--- config.mk ---
export PLATFORM = sky130hd
export DESIGN_NAME = stage_sync_sink
export DESIGN_NICKNAME = d
export VERILOG_FILES = /design/src/rtl/stage_sync_sink.sv
export SDC_FILE = /design/constraint.sdc
export NUM_CORES = 1
export LEC_CHECK = 0
export CAP_MARGIN = 30
export CORE_ASPECT_RATIO = 1.2
export CORE_UTILIZATION = 58
export CTS_BUF_LIST = sky130_fd_sc_hd__clkbuf_2
export DETAILED_ROUTE_END_ITERATION = 7
export GPL_TIMING_DRIVEN = 0
export HOLD_SLACK_MARGIN = 0.06
export PLACE_DENSITY = 0.81
export SYNTH_ARGS = -nofsm -noshare
export SYNTH_HDL_FRONTEND = slang
export SYNTH_SLANG_ARGS = --single-unit
--- constraint.sdc ---
create_clock -name clk -period 2.4 [get_ports clk]
set_input_delay 0.48 -clock clk [delete_from_list [all_inputs] [get_ports clk]]
set_output_delay 0.48 -clock clk [all_outputs]
set_load 0.01 [all_outputs]
--- src/rtl/stage_sync_sink.sv ---
// stage_sync_sink: clocked receiver for the bundled-data req/ack async pipeline.
// Synchronizes req_in, runs a 4-phase return-to-zero handshake and buffers the
// captured words in a small FIFO that is read through a valid/ready port.
// Optional feature macro: SINK_SEQ_CHECK_EN (enables the sticky sequence checker
// on seq_err; when undefined seq_err is tied low).
module stage_sync_sink #(
    parameter int unsigned DW          = 3,
    parameter int unsigned DEPTH       = 4,
    parameter int unsigned SYNC_STAGES = 2
) (
    input  logic                     clk,
    input  logic                     rst,
    input  logic                     req_in,
    input  logic [DW-1:0]            data_in,
    output logic                     ack_out,
    output logic                     out_valid,
    input  logic                     out_ready,
    output logic [DW-1:0]            out_data,
    output logic [$clog2(DEPTH):0]   count,
    output logic                     seq_err
);

    localparam int unsigned AW = $clog2(DEPTH);
    localparam int unsigned CW = AW + 1;

    typedef enum logic [1:0] {
        S_IDLE = 2'd0,
        S_CAPT = 2'd1,
        S_ACKH = 2'd2
    } state_t;

    state_t                  r_state;
    state_t                  w_state_nxt;
    logic [SYNC_STAGES-1:0]  r_req_sync;
    logic                    w_req_s;
    logic                    r_ack;
    logic                    w_wr_en;
    logic                    w_full;
    logic                    w_pop;

    logic [DW-1:0]           r_mem [DEPTH];
    logic [AW-1:0]           r_wptr;
    logic [AW-1:0]           r_rptr;
    logic [AW-1:0]           w_rptr_nxt;
    logic [CW-1:0]           r_count;
    logic [CW-1:0]           w_count_nxt;
    logic                    r_out_valid;
    logic [DW-1:0]           r_out_data;

    assign w_req_s   = r_req_sync[SYNC_STAGES-1];
    assign w_full    = (r_count == CW'(DEPTH));
    assign w_pop     = r_out_valid & out_ready;

    assign ack_out   = r_ack;
    assign out_valid = r_out_valid;
    assign out_data  = r_out_data;
    assign count     = r_count;

    // Request synchronizer: shift req_in through SYNC_STAGES flops.
    always_ff @(posedge clk or negedge rst) begin
        if (!rst) begin
            r_req_sync <= '0;
        end else begin
            r_req_sync <= {r_req_sync[SYNC_STAGES-2:0], req_in};
        end
    end

    // Handshake state register and registered acknowledge.
    always_ff @(posedge clk or negedge rst) begin
        if (!rst) begin
            r_state <= S_IDLE;
            r_ack   <= 1'b0;
        end else begin
            r_state <= w_state_nxt;
            r_ack   <= (w_state_nxt == S_ACKH);
        end
    end

    // Next-state logic; FIFO write strobe asserted only in CAPT (ack still low).
    always_comb begin
        w_state_nxt = r_state;
        w_wr_en     = 1'b0;
        case (r_state)
            S_IDLE: begin
                // Registered count decides: a same-cycle pop does not unblock.
                if (w_req_s && !w_full) begin
                    w_state_nxt = S_CAPT;
                end
            end
            S_CAPT: begin
                w_wr_en     = 1'b1;
                w_state_nxt = S_ACKH;
            end
            S_ACKH: begin
                if (!w_req_s) begin
                    w_state_nxt = S_IDLE;
                end
            end
            default: begin
                w_state_nxt = S_IDLE;
            end
        endcase
    end

    // FIFO next read pointer and occupancy.
    always_comb begin
        w_rptr_nxt  = w_pop ? (r_rptr + AW'(1)) : r_rptr;
        w_count_nxt = r_count;
        if (w_wr_en && !w_pop) begin
            w_count_nxt = r_count + CW'(1);
        end else if (!w_wr_en && w_pop) begin
            w_count_nxt = r_count - CW'(1);
        end
    end

    // FIFO storage: written at the tail during CAPT.
    always_ff @(posedge clk) begin
        if (w_wr_en) begin
            r_mem[r_wptr] <= data_in;
        end
    end

    // FIFO pointers, occupancy and registered head word.
    always_ff @(posedge clk or negedge rst) begin
        if (!rst) begin
            r_wptr      <= '0;
            r_rptr      <= '0;
            r_count     <= '0;
            r_out_valid <= 1'b0;
            r_out_data  <= '0;
        end else begin
            if (w_wr_en) begin
                r_wptr <= r_wptr + AW'(1);
            end
            r_rptr      <= w_rptr_nxt;
            r_count     <= w_count_nxt;
            r_out_valid <= (w_count_nxt != '0);
            // Head register preloads the next head; the word being written this
            // cycle bypasses memory when it becomes the head. Holds when empty.
            if (w_count_nxt != '0) begin
                if (w_wr_en && (r_wptr == w_rptr_nxt)) begin
                    r_out_data <= data_in;
                end else begin
                    r_out_data <= r_mem[w_rptr_nxt];
                end
            end
        end
    end

`ifdef SINK_SEQ_CHECK_EN
    logic [DW-1:0] r_exp;
    logic          r_exp_valid;
    logic          r_seq_err;

    assign seq_err = r_seq_err;

    // Sequence checker: each capture must equal previous capture + 1 (mod 2^DW).
    always_ff @(posedge clk or negedge rst) begin
        if (!rst) begin
            r_exp       <= '0;
            r_exp_valid <= 1'b0;
            r_seq_err   <= 1'b0;
        end else if (w_wr_en) begin
            if (r_exp_valid && (data_in != r_exp)) begin
                r_seq_err <= 1'b1;
            end
            r_exp       <= data_in + DW'(1);
            r_exp_valid <= 1'b1;
        end
    end
`else
    assign seq_err = 1'b0;
`endif

endmodule

Word-level counts from Yosys, hierarchy flattened

Memories as Yosys holds them, arrays and structs flattened. A register that Yosys moved wholly into a read port is not among the register bits.
Cells that the tools add are included.

Mux-type cells: 9
$mul: 0
Divide/modulo/power cells: 0
Reduce and logical (&&, ||, !) cells: 9
Shifts and indexed selects: 0
Magnitude comparators: 0
Add/sub/neg operators: 4
Bitwise operators: 1
Equal/unequal tests: 4

Operator list:

| cell                                                 | count |
|---|---|
| two-way mux 2 bit                                    | 3 |
| two-way mux 3 bit                                    | 2 |
| one-hot mux 2 bit (3 select lines)                   | 1 |
| adder 2 x 1 -> 2 bit (second input constant)         | 2 |
| equality test 2 bit (second input constant)          | 2 |
| logical NOT 1 bit                                    | 4 |
| adder 3 x 1 -> 3 bit (second input constant)         | 1 |
| equality test 3 bit (second input constant)          | 1 |
| logical AND 1 bit                                    | 3 |
| two-way mux 1 bit                                    | 3 |
| nonzero test 3 bit                                   | 1 |
| subtractor 3 x 1 -> 3 bit (second input constant)    | 1 |
| equality test 2 x 1 -> 1 bit (second input constant) | 1 |
| logical NOT 2 bit                                    | 1 |
| AND 1 bit                                            | 1 |

Bits in read-only memories: 0
Bits in latches: 0
Word-level logic and storage cells: 35
RAM bits: 12
Register bits after elaboration: 13
Memories: 1
Output and inout bits: 9

Memories:

| name  | words | width | rd ports | clocked after memory_dff | write ports | RTL line | source |
|---|---|---|---|---|---|---|---|
| r_mem | 4     | 3     | 1        | 1                        | 1           | 41       | `logic [DW-1:0] r_mem [DEPTH];` |

Longest topological paths before layout

Depth in word-level cells: 7
Gate-level depth with buffers: 7
Depth with buffers taken out: 7

Least setup slack after synthesis

No wires, ideal clock.

Path kind: register -> register
Start point: reg r_count[0] (netlist: count[0])
End point: reg r_out_data[0] (netlist: out_data[0]), read port of r_mem
Data required time: 2275 ps
Path buffers: 0
Cell stages (with the launch flop): 6
Setup time: 125 ps
Slack: 444 ps
Data arrival time: 1831 ps
Period minus slack after synthesis: 1956 ps
Cell sequence: dfrtp_1 -> inv_1 -> ha_1 -> or3_1 -> a31oi_4 -> mux2_2

Cells in the longest elaborated chain, start to end: 4

RTL lines:

| item                      | RTL line | source |
|---|---|---|
| start: declaration        | 45       | `logic [CW-1:0] r_count;` |
| start signal: assignment  | 136      | `r_count <= w_count_nxt;` |
| subtractor 3 x 1 -> 3 bit | 112      | `w_count_nxt = r_count - CW'(1);` |
| two-way mux 3 bit         | 111      | `end else if (!w_wr_en && w_pop) begin` |
| two-way mux 3 bit (*)     | 109      | `if (w_wr_en && !w_pop) begin` |
| nonzero test 3 bit (*)    | 140      | `if (w_count_nxt != '0) begin` |
| end: declaration          | 48       | `logic [DW-1:0] r_out_data;` |

Mark *: on every way between the ends. The rest lies on a longest branch, timed or not.
A chain may end at the register's enable or synchronous reset.

Final worst setup path

Start point: reg r_count[0] (netlist: count[0])
End point: reg r_out_data[1] (netlist: out_data[1]), read port of r_mem

The elaborated chain is that of the path after synthesis.

==> impl_results.md <==
- Outcome: completed
- Endpoint type of the worst setup path: flop
- Die area: 0.00284 mm²
- Fmax: 494 MHz
- PortBufs: 13
- Setup TNS: 0 ps
- Vias per cell: 5.66
- WP data arrival: 2310 ps
- TritonCTS Buffers: 3
- Fin. max-slew vios: 0
- Crit start category: flop
- Clock Sinks: 28
- Main area contributors after synthesis: dfrtp_1 26%, edfxtp_1 24%, ha_1 5.7%
- Clk buf depth: 2
- Post-DRT Antenna Nets: 0
- GP Congestion: 0.773
- Tcrit/Tclk final: 84.4%
- Largest net degree at the start of global routing: 17
- Synth area leader: dfrtp_1
- First-pass GRT wire length: 4440 µm
- Latest clock arrival within the worst-skew pair: 360 ps
- Final instance area: 0.00174 mm²
- Clock root cell: clkbuf_2
- Hold path depth: 0
- Post-DP Area: 0.00170 mm²
- Grt total ovfl: 0
- # DRC: 0
- Share of layout cells above drive strength 1: 20.1%
- Setup Skew: 3.23 ps
- Filler cell count: 181
- Slew HR: 52.4%
- VDD IR-drop max: 0.000699 V
- Post-Synthesis Cell Area: 0.00153 mm²
- Number of max-cap violations: 0
- Die Height: 58.2 µm
- Vias: 973
- Yosys reg bits: 28
- Hold_buf cts: 0
- CTS tree: done
- Commonest cells after routing, fill and taps aside: 16 x dfrtp_1, 13 x clkdlybuf4s50_1, 12 x edfxtp_1, 10 x inv_1, 8 x nand2_1
- WP data required: 2690 ps
- Avg Cell Area, Syn: 12.5 µm²
- Period minus WS final: 2030 ps
- Syn. warnings: 0
- RSZ-0062 raised after global routing: false
- DP Wirelength: 2050 µm
- R2R depth: 5
- Site Rows: 20
- Cell count after synthesis: 122
- Drt first pass iters: 4
- Lkg Pwr: 0.709 nW
- Antenna diodes: 0
- Total track usage: 21.0%
- Clock-pin slew on the worst setup and hold paths: 250 ps
- Worst-Margin Slew: 712 ps
- Nets@finish: 154
- Commonest non-fill, non-tap cell in the layout: dfrtp_1
- Top Ports: 16
- Power density over cell area: 1210 mW/mm²
- Initial DRC count: 18
- Htree depth: 1
- Non-filler cells, final: 172
- Max FO, Critical Path: 5
- Hold Path Class: reg2reg
- Postcts setup bufs: 0
- Final hold vios: 0
- # resized after CTS: 0
- Area of the core: 0.00250 mm²
- Synth-to-Final Area Change: 14.2%
- Die Wd: 48.8 µm
- Register area share after synthesis: 49.9%
- Vias in the first global route: 973
- Post-synthesis cell type count: 39
- Hold WS: 398 ps
- Wire per inst: 15.2 µm
- Mapped Nets: 136
- Starting Density: 61.0%
- Post-synth top area share: 26.3%
- Type of the worst setup path: reg2reg
- Initial antenna violation count: 0
- Inst Count DP: 168
- Setup violations, final: 0
- DRT Wirelength: 2610 µm
[stage by stage]
stage          setup WS [ps]  power, mW  util, %
6_report                 374       2.11     69.6
5_1_grt                  283       2.26     69.6
4_1_cts                  355       2.12     69.6
3_5_place_dp             384       1.85     67.8
3_3_place_gp             423       1.80     67.8
2_1_floorplan            444       1.53        -
[layout make-up]
type / instances / area (µm²) / area share, %
buffer: 8 / 62.6 / 3.59
timing repair buffer: 13 / 130 / 7.47
tap: 33 / 41.3 / 2.37
sequential: 28 / 761 / 43.7
clock inverter: 1 / 30.0 / 1.72
inverter: 10 / 37.5 / 2.16
multi-input combinational: 76 / 664 / 38.1
clock buffer: 3 / 15.0 / 0.862
[final timing paths]
kind                                from            end  slack [ps]
setup reg to reg                count[0]    out_data[1]         370
hold reg to reg            r_req_sync[0]  r_req_sync[1]         400
setup / recovery                count[0]    out_data[1]         370
max in group asynchronous            rst      r_rptr[1]        1470
min in group asynchronous            rst  r_req_sync[1]         490
hold / removal             r_req_sync[0]  r_req_sync[1]         400
[state kept, by name (all words and copies together) (netlist names)]
signal and count:
count 3, r_mem 12, r_rptr 2, ack_out 1, r_req_sync 2, r_wptr 2
out_data 3, out_valid 1, r_state 2
[Yosys cell counts (all sizes together)]
cell / number
a2111oi: 1
a211oi: 3
a21boi: 1
a21oi: 1
a22oi: 3
a311o: 3
a31oi: 1
and2: 5
and3: 1
buf: 7
clkbuf: 1
conb: 1
dfrtp: 16
edfxtp: 12
ha: 7
inv: 10
mux2: 6
mux2i: 4
nand2: 9
nand2b: 1
nand3: 3
nand3b: 2
nand4: 1
nand4b: 3
nor2: 1
nor2b: 1
nor4b: 2
o211ai: 1
o21ai: 3
o311ai: 3
o31ai: 1
or3: 1
or4: 1
xnor2: 6
[report_power, final]
part,internal (mW),switching [mW],leakage (nW)
clock network,0.143,0.135,0.0266
registers,0.648,0.105,0.300
logic,0.540,0.534,0.382
[routing by layer]
layer | wire length, µm | vias to the layer above | global-route usage (%)
li1 | - | 472 | -
met1 | 1040 | 483 | 23.7
met2 | 1480 | 14 | 40.3
met3 | 57 | 4 | 1.84
met4 | 30 | 0 | 8.82
met5 | 0 | - | 0
[worst max-delay path: stages, from the launching register on]
cell     delay, ps
dfrtp_1        450
inv_1          120
ha_1           350
or3_1          420
a31oi_4        250
mux2_2         360
[kinds of logic (layout without fill, tap and decap cells)]
kind of cell / Yosys count / count (layout) / share of synthesized area [%]
simple gates: 31 / 31 / 13.9
xor+xnor: 6 / 6 / 3.45
other cells: 1 / 1 / 0.246
buf+inv: 18 / 35 / 6.56
mux: 10 / 10 / 7.05
compound gates: 21 / 21 / 13.2
flops: 28 / 28 / 49.9
fa+ha+maj: 7 / 7 / 5.74
(Power assumes the default switching activity.)
==> RTL change 1: new RTL, same flow settings <==
`DW`: 3 -> 6.
--- a/src/rtl/stage_sync_sink.sv
+++ b/src/rtl/stage_sync_sink.sv
@@ -5,5 +5,5 @@
 // on seq_err; when undefined seq_err is tied low).
 module stage_sync_sink #(
-    parameter int unsigned DW          = 3,
+    parameter int unsigned DW          = 6,
     parameter int unsigned DEPTH       = 4,
     parameter int unsigned SYNC_STAGES = 2
Interface: changed (resized data_in and out_data); port bits go from 16 to 22. The function was not compared with the original's and may differ.
==> RTL change 1 against the original RTL <==
- combinational power rose by 53%
- worst setup slack got worse by 0.23 ns
- area after synthesis rose by 51%
- largest power group unchanged
- routed wire length rose by 88%
- final area rose by 50%
- power rose by 46%
- first-iteration DRC count rose to 4.3 times the old value
- sequential cell count rose by 15
- clock skew rose by 0.0052 ns
- critical path type is now in -> reg
==> RTL change 1: results (changes against the original RTL) <==
Run status
  – Status: completed

Placed design
  – HPWL after detailed placement: 3480 um (+70%)
  – Placed inst area: 2570 um^2 (+52%)
  – Port bufs: 20 (+7)
  – GPL Wtd Cong: 0.838 (+8.4%)

STA
  – Worst Skew: 0.00838 ns (+0.00515 ns)
  – Fmax: 443 MHz (-10%)
  – WHS: 0.398 ns (-0.000366 ns)

Finish
  – Total Nets Final: 220 (+43%)
  – Fill count: 300 (+66%)
  – Layout area overhead: 13.3%
  – Layout cells sized above 1: 23.0% (+2.9 points)
  – Max reg flops: 24 (+12)

Power
  – Leakage: 0.983 nW (+39%)

Route
  – Final wirelength: 4900 um (+88%)
  – DR WL met2: 2520 um (+71%)
  – Met3 Routed Length: 234 um (+310%)

GRT
  – Largest net degree at the start of global routing: 20 (+3)
  – Vias in the first global route: 1,692 (+74%)

Clock network
  – CTS clk-pin slew, worst paths: 0.20 ns (-0.05 ns)
  – Num CTS Buffers: 5 (+2)
  – Clk_lat worst skew: 0.40 ns (+0.04 ns)

Synth
  – Async SR Flop Fraction: 44.2% (-13 points)
  – EDFF count, synth: 24 (+12)
  – Cells after Synth: 176 (+44%)
  – Syn_nets: 193 (+42%)

Critical path
  – Worst R2R Start: out_valid$_DFF_PN0_
  – Reg-to-Reg End: out_data[5]$_DFFE_PN0P_
  – WP data arrival: 2.57 ns (+0.26 ns)
==> RTL change 1: cell count changes after synthesis, moves of 6 or more <==
cell and change:
mux2_2 +7, edfxtp_1 +12, o31ai_1 +6, a211oi_1 +12
==> RTL change 1: cell families (layout without fill, tap and decap cells) <==
group	Yosys count	count (layout)	share of synthesized area, %
adders and majority gates	7	7	3.79
muxes	19	19	8.94
DFF	43	43	51.8
buffers and inverters	21	49	5.09
other	1	1	0.162
xor gates and xnor gates	6	6	2.60
AOI/OAI and AO/OA	44	44	14.8
and+or+nand+nor	35	35	12.8
==> RTL change 1: area by class of cell <==
cell class,instances,area share (%)
Tap cell,52,2.49
Clock buffer,6,1.15
Inverter,8,1.15
Timing Repair Buffer,20,7.65
Clock inverter,2,0.478
Buffer,13,3.35
Multi-Input combinational cell,112,38.0
Sequential cell,43,45.7
==> RTL change 1: how the worst max path moves through the flow <==
stage	end	start	slack (ns)	depth (start not counted)
6_report	out_data[5]$_DFFE_PN0P_	out_ready	0.14	7
5_1_grt	out_data[4]$_DFFE_PN0P_	out_ready	0.03	7
4_1_cts	out_data[5]$_DFFE_PN0P_	out_ready	0.14	7
3_5_place_dp	out_data[5]$_DFFE_PN0P_	out_ready	-0.31	7
3_3_place_gp	out_data[5]$_DFFE_PN0P_	out_ready	-0.24	7
2_1_floorplan	out_data[0]$_DFFE_PN0P_	count[0]$_DFF_PN0_	0.50	6
==> RTL change 1: routing by layer <==
layer,vias up,GRT usage [%]
li1,724,-
met1,774,31.6
met2,74,44.1
met3,17,5.67
met4,0,13.2
met5,-,0
==> RTL change 1: power by group <==
group / internal (mW) / switching, mW / leakage [nW]
Sequential: 0.987 / 0.153 / 0.443
Clock: 0.0743 / 0.228 / 0.0290
Combinational: 0.821 / 0.816 / 0.511
==> RTL change 2: new RTL, same settings <==
Without the edit above. Register the output `count` once more, without a reset; this adds one clock of latency there. The other outputs are not delayed to match. Comments in the files are not updated.
--- a/src/rtl/stage_sync_sink.sv
+++ b/src/rtl/stage_sync_sink.sv
@@ -55,5 +55,7 @@
     assign out_valid = r_out_valid;
     assign out_data  = r_out_data;
-    assign count     = r_count;
+    always_ff @(posedge clk) begin
+        count <= r_count;
+    end
 
     // Request synchronizer: shift req_in through SYNC_STAGES flops.
Check against the original RTL: not equivalent (a bounded check fails within 10 cycles, from zero or initial values and one cycle with rst low).
==> RTL change 2 against the original RTL <==
- clock skew up 0.017 ns
- routed wire length grew 14%
- power is 1.5% higher
- worst setup slack worse by 0.22 ns
- final area is 3.2% higher
- critical path type unchanged
- highest routed layer unchanged
- area after synthesis increased by 3.4%
- clock power down 14%
- sequential cell count up 3
==> RTL change 2: results (changes against the original RTL) <==
Run status
  – Status: completed

Route
  – Final wirelength: 2980 um (+14%)
  – DR pass1 iterations: 6 (+2)
  – Iteration-0 DRC Markers: 48 (+30)
  – Post-DR wirelength/cell: 16.3 um (+7.5%)
  – Via count: 1,065 (+9.5%)

GRT
  – First-pass GRT wire length: 5110 um (+15%)
  – Initial antenna violation count: 0 (unchanged)
  – Vias in the first global route: 1,095 (+13%)
  – Total Routing Usage GR: 24.3% (+3.4 points)
  – Largest net degree at the start of global routing: 17 (unchanged)

Synth
  – Area contributors post-synth: dfrtp_1 25%, edfxtp_1 23%, ha_1 5.6%, mux2_2 5.0%, dfxtp_1 3.8%
  – Synth cell count leaders: 16 x dfrtp_1, 12 x edfxtp_1, 8 x inv_1
  – Cell variety after synth: 42 (+7.7%)
  – Syn_nets: 142 (+4.4%)
  – EDFF count, synth: 12 (unchanged)
  – Syn_area_per_cell: 12.3 um^2 (-1.4%)
  – Async SR Flop Fraction: 51.6% (-5.5 points)
  – Register area share after synthesis: 52.0% (+2.1 points)
  – Ys Warns: 0 (unchanged)

Finish
  – Layout cells sized above 1: 17.3% (-2.8 points)
  – Biggest register: r_mem
  – Total Nets Final: 163 (+5.8%)

Clock network
  – CTS clk-pin slew, worst paths: 0.15 ns (-0.10 ns)
  – Maximum buffer depth of the clock tree: 2 (unchanged)
  – Num CTS Buffers: 5 (+2)
  – CTS H-tree lvls: 2 (+1)
  – Clock Root Buffer: clkbuf_2
  – Post-CTS setup buffer count: 0 (unchanged)

Critical path
  – WP data arrival: 2.51 ns (+0.20 ns)
  – Worst-path fanout max: 6 (+1)

Placed design
  – Port bufs: 14 (+1)
  – Placed cell count: 175 (+4.2%)
  – HPWL after detailed placement: 2210 um (+7.8%)
  – Pre-CTS setup slack: -0.150 ns (-0.533 ns)
  – Placed inst area: 1760 um^2 (+3.7%)
  – GPL Wtd Cong: 0.870 (+13%)

STA
  – Worst Skew: 0.0202 ns (+0.0170 ns)
  – Max-slew headroom: 51.5% (-0.94 points)

Hold path
  – Hold Crit Class: reg -> reg

Power
  – Leakage: 0.728 nW (+2.8%)
  – Peak VDD IR: 0.842 mV (+21%)
## RTL change 2: changes by cell type after synthesis, sizes merged, moves of 3 or more
cell    change
nand2       -3
dfxtp       +3
o311ai      -3
nor2        +3
o31ai       +4
a311o       -3
a211oi      +3
## RTL change 2: logic make-up after synthesis
| group | Yosys count | synth area share, % |
|---|---|---|
| other | 1 | 0.238 |
| adders and majority gates | 7 | 5.55 |
| xor gates and xnor gates | 5 | 2.78 |
| muxes | 10 | 6.90 |
| buffers and inverters | 15 | 4.60 |
| DFF | 31 | 52.0 |
| and+or+nand+nor | 34 | 14.8 |
| AOI/OAI and AO/OA | 25 | 13.2 |
## RTL change 2: area by class of cell
| cell class | instances | area (um^2) |
|---|---|---|
| sequential | 31 | 821 |
| clock inverter | 2 | 8.76 |
| timing repair buffer | 14 | 140 |
| clock buffer | 6 | 30.0 |
| multi-input combinational | 82 | 684 |
| buffer | 7 | 42.5 |
| tap | 33 | 41.3 |
| inverter | 8 | 30.0 |
| fill | 200 | 754 |
## RTL change 2: critical path, cell delays in order, from the launching register on
cell,delay [ns]
dfrtp_1,0.48
inv_1,0.12
ha_1,0.36
or4_4,0.57
a31oi_4,0.25
mux2_2,0.36
## RTL change 2: path summary, 6_finish.rpt
path | start | to | depth (start not counted) | slack [ns]
max | r_count[0]$_DFF_PN0_ | out_data[1]$_DFFE_PN0P_ | 5 | 0.15
min | r_req_sync[0]$_DFF_PN0_ | r_req_sync[1]$_DFF_PN0_ | 0 | 0.38
max in group asynchronous | rst | r_wptr[1]$_DFFE_PN0P_ | 1 | 1.41
min reg2reg | r_req_sync[0]$_DFF_PN0_ | r_req_sync[1]$_DFF_PN0_ | 0 | 0.38
max reg2reg | r_count[0]$_DFF_PN0_ | out_data[1]$_DFFE_PN0P_ | 5 | 0.15
min in group asynchronous | rst | r_rptr[0]$_DFF_PN0_ | 1 | 0.51
## RTL change 2: power breakdown
| part | switching (mW) | total [mW] | internal [mW] | leakage, nW |
|---|---|---|---|---|
| combinational | 0.497 | 1.02 | 0.528 | 0.373 |
| clock | 0.169 | 0.240 | 0.0714 | 0.0304 |
| sequential | 0.149 | 0.872 | 0.723 | 0.325 |
| total | 0.814 | 2.14 | 1.32 | 0.728 |
## RTL change 2: per-layer routing
metal | vias up | part of all wire [%] | global-route usage [%]
met2 | 25 | 53 | 42.3
met5 | - | 0 | 0
met4 | 0 | 2.3 | 11.0
met1 | 516 | 41 | 28.3
li1 | 515 | - | -
met3 | 9 | 3.8 | 6.15
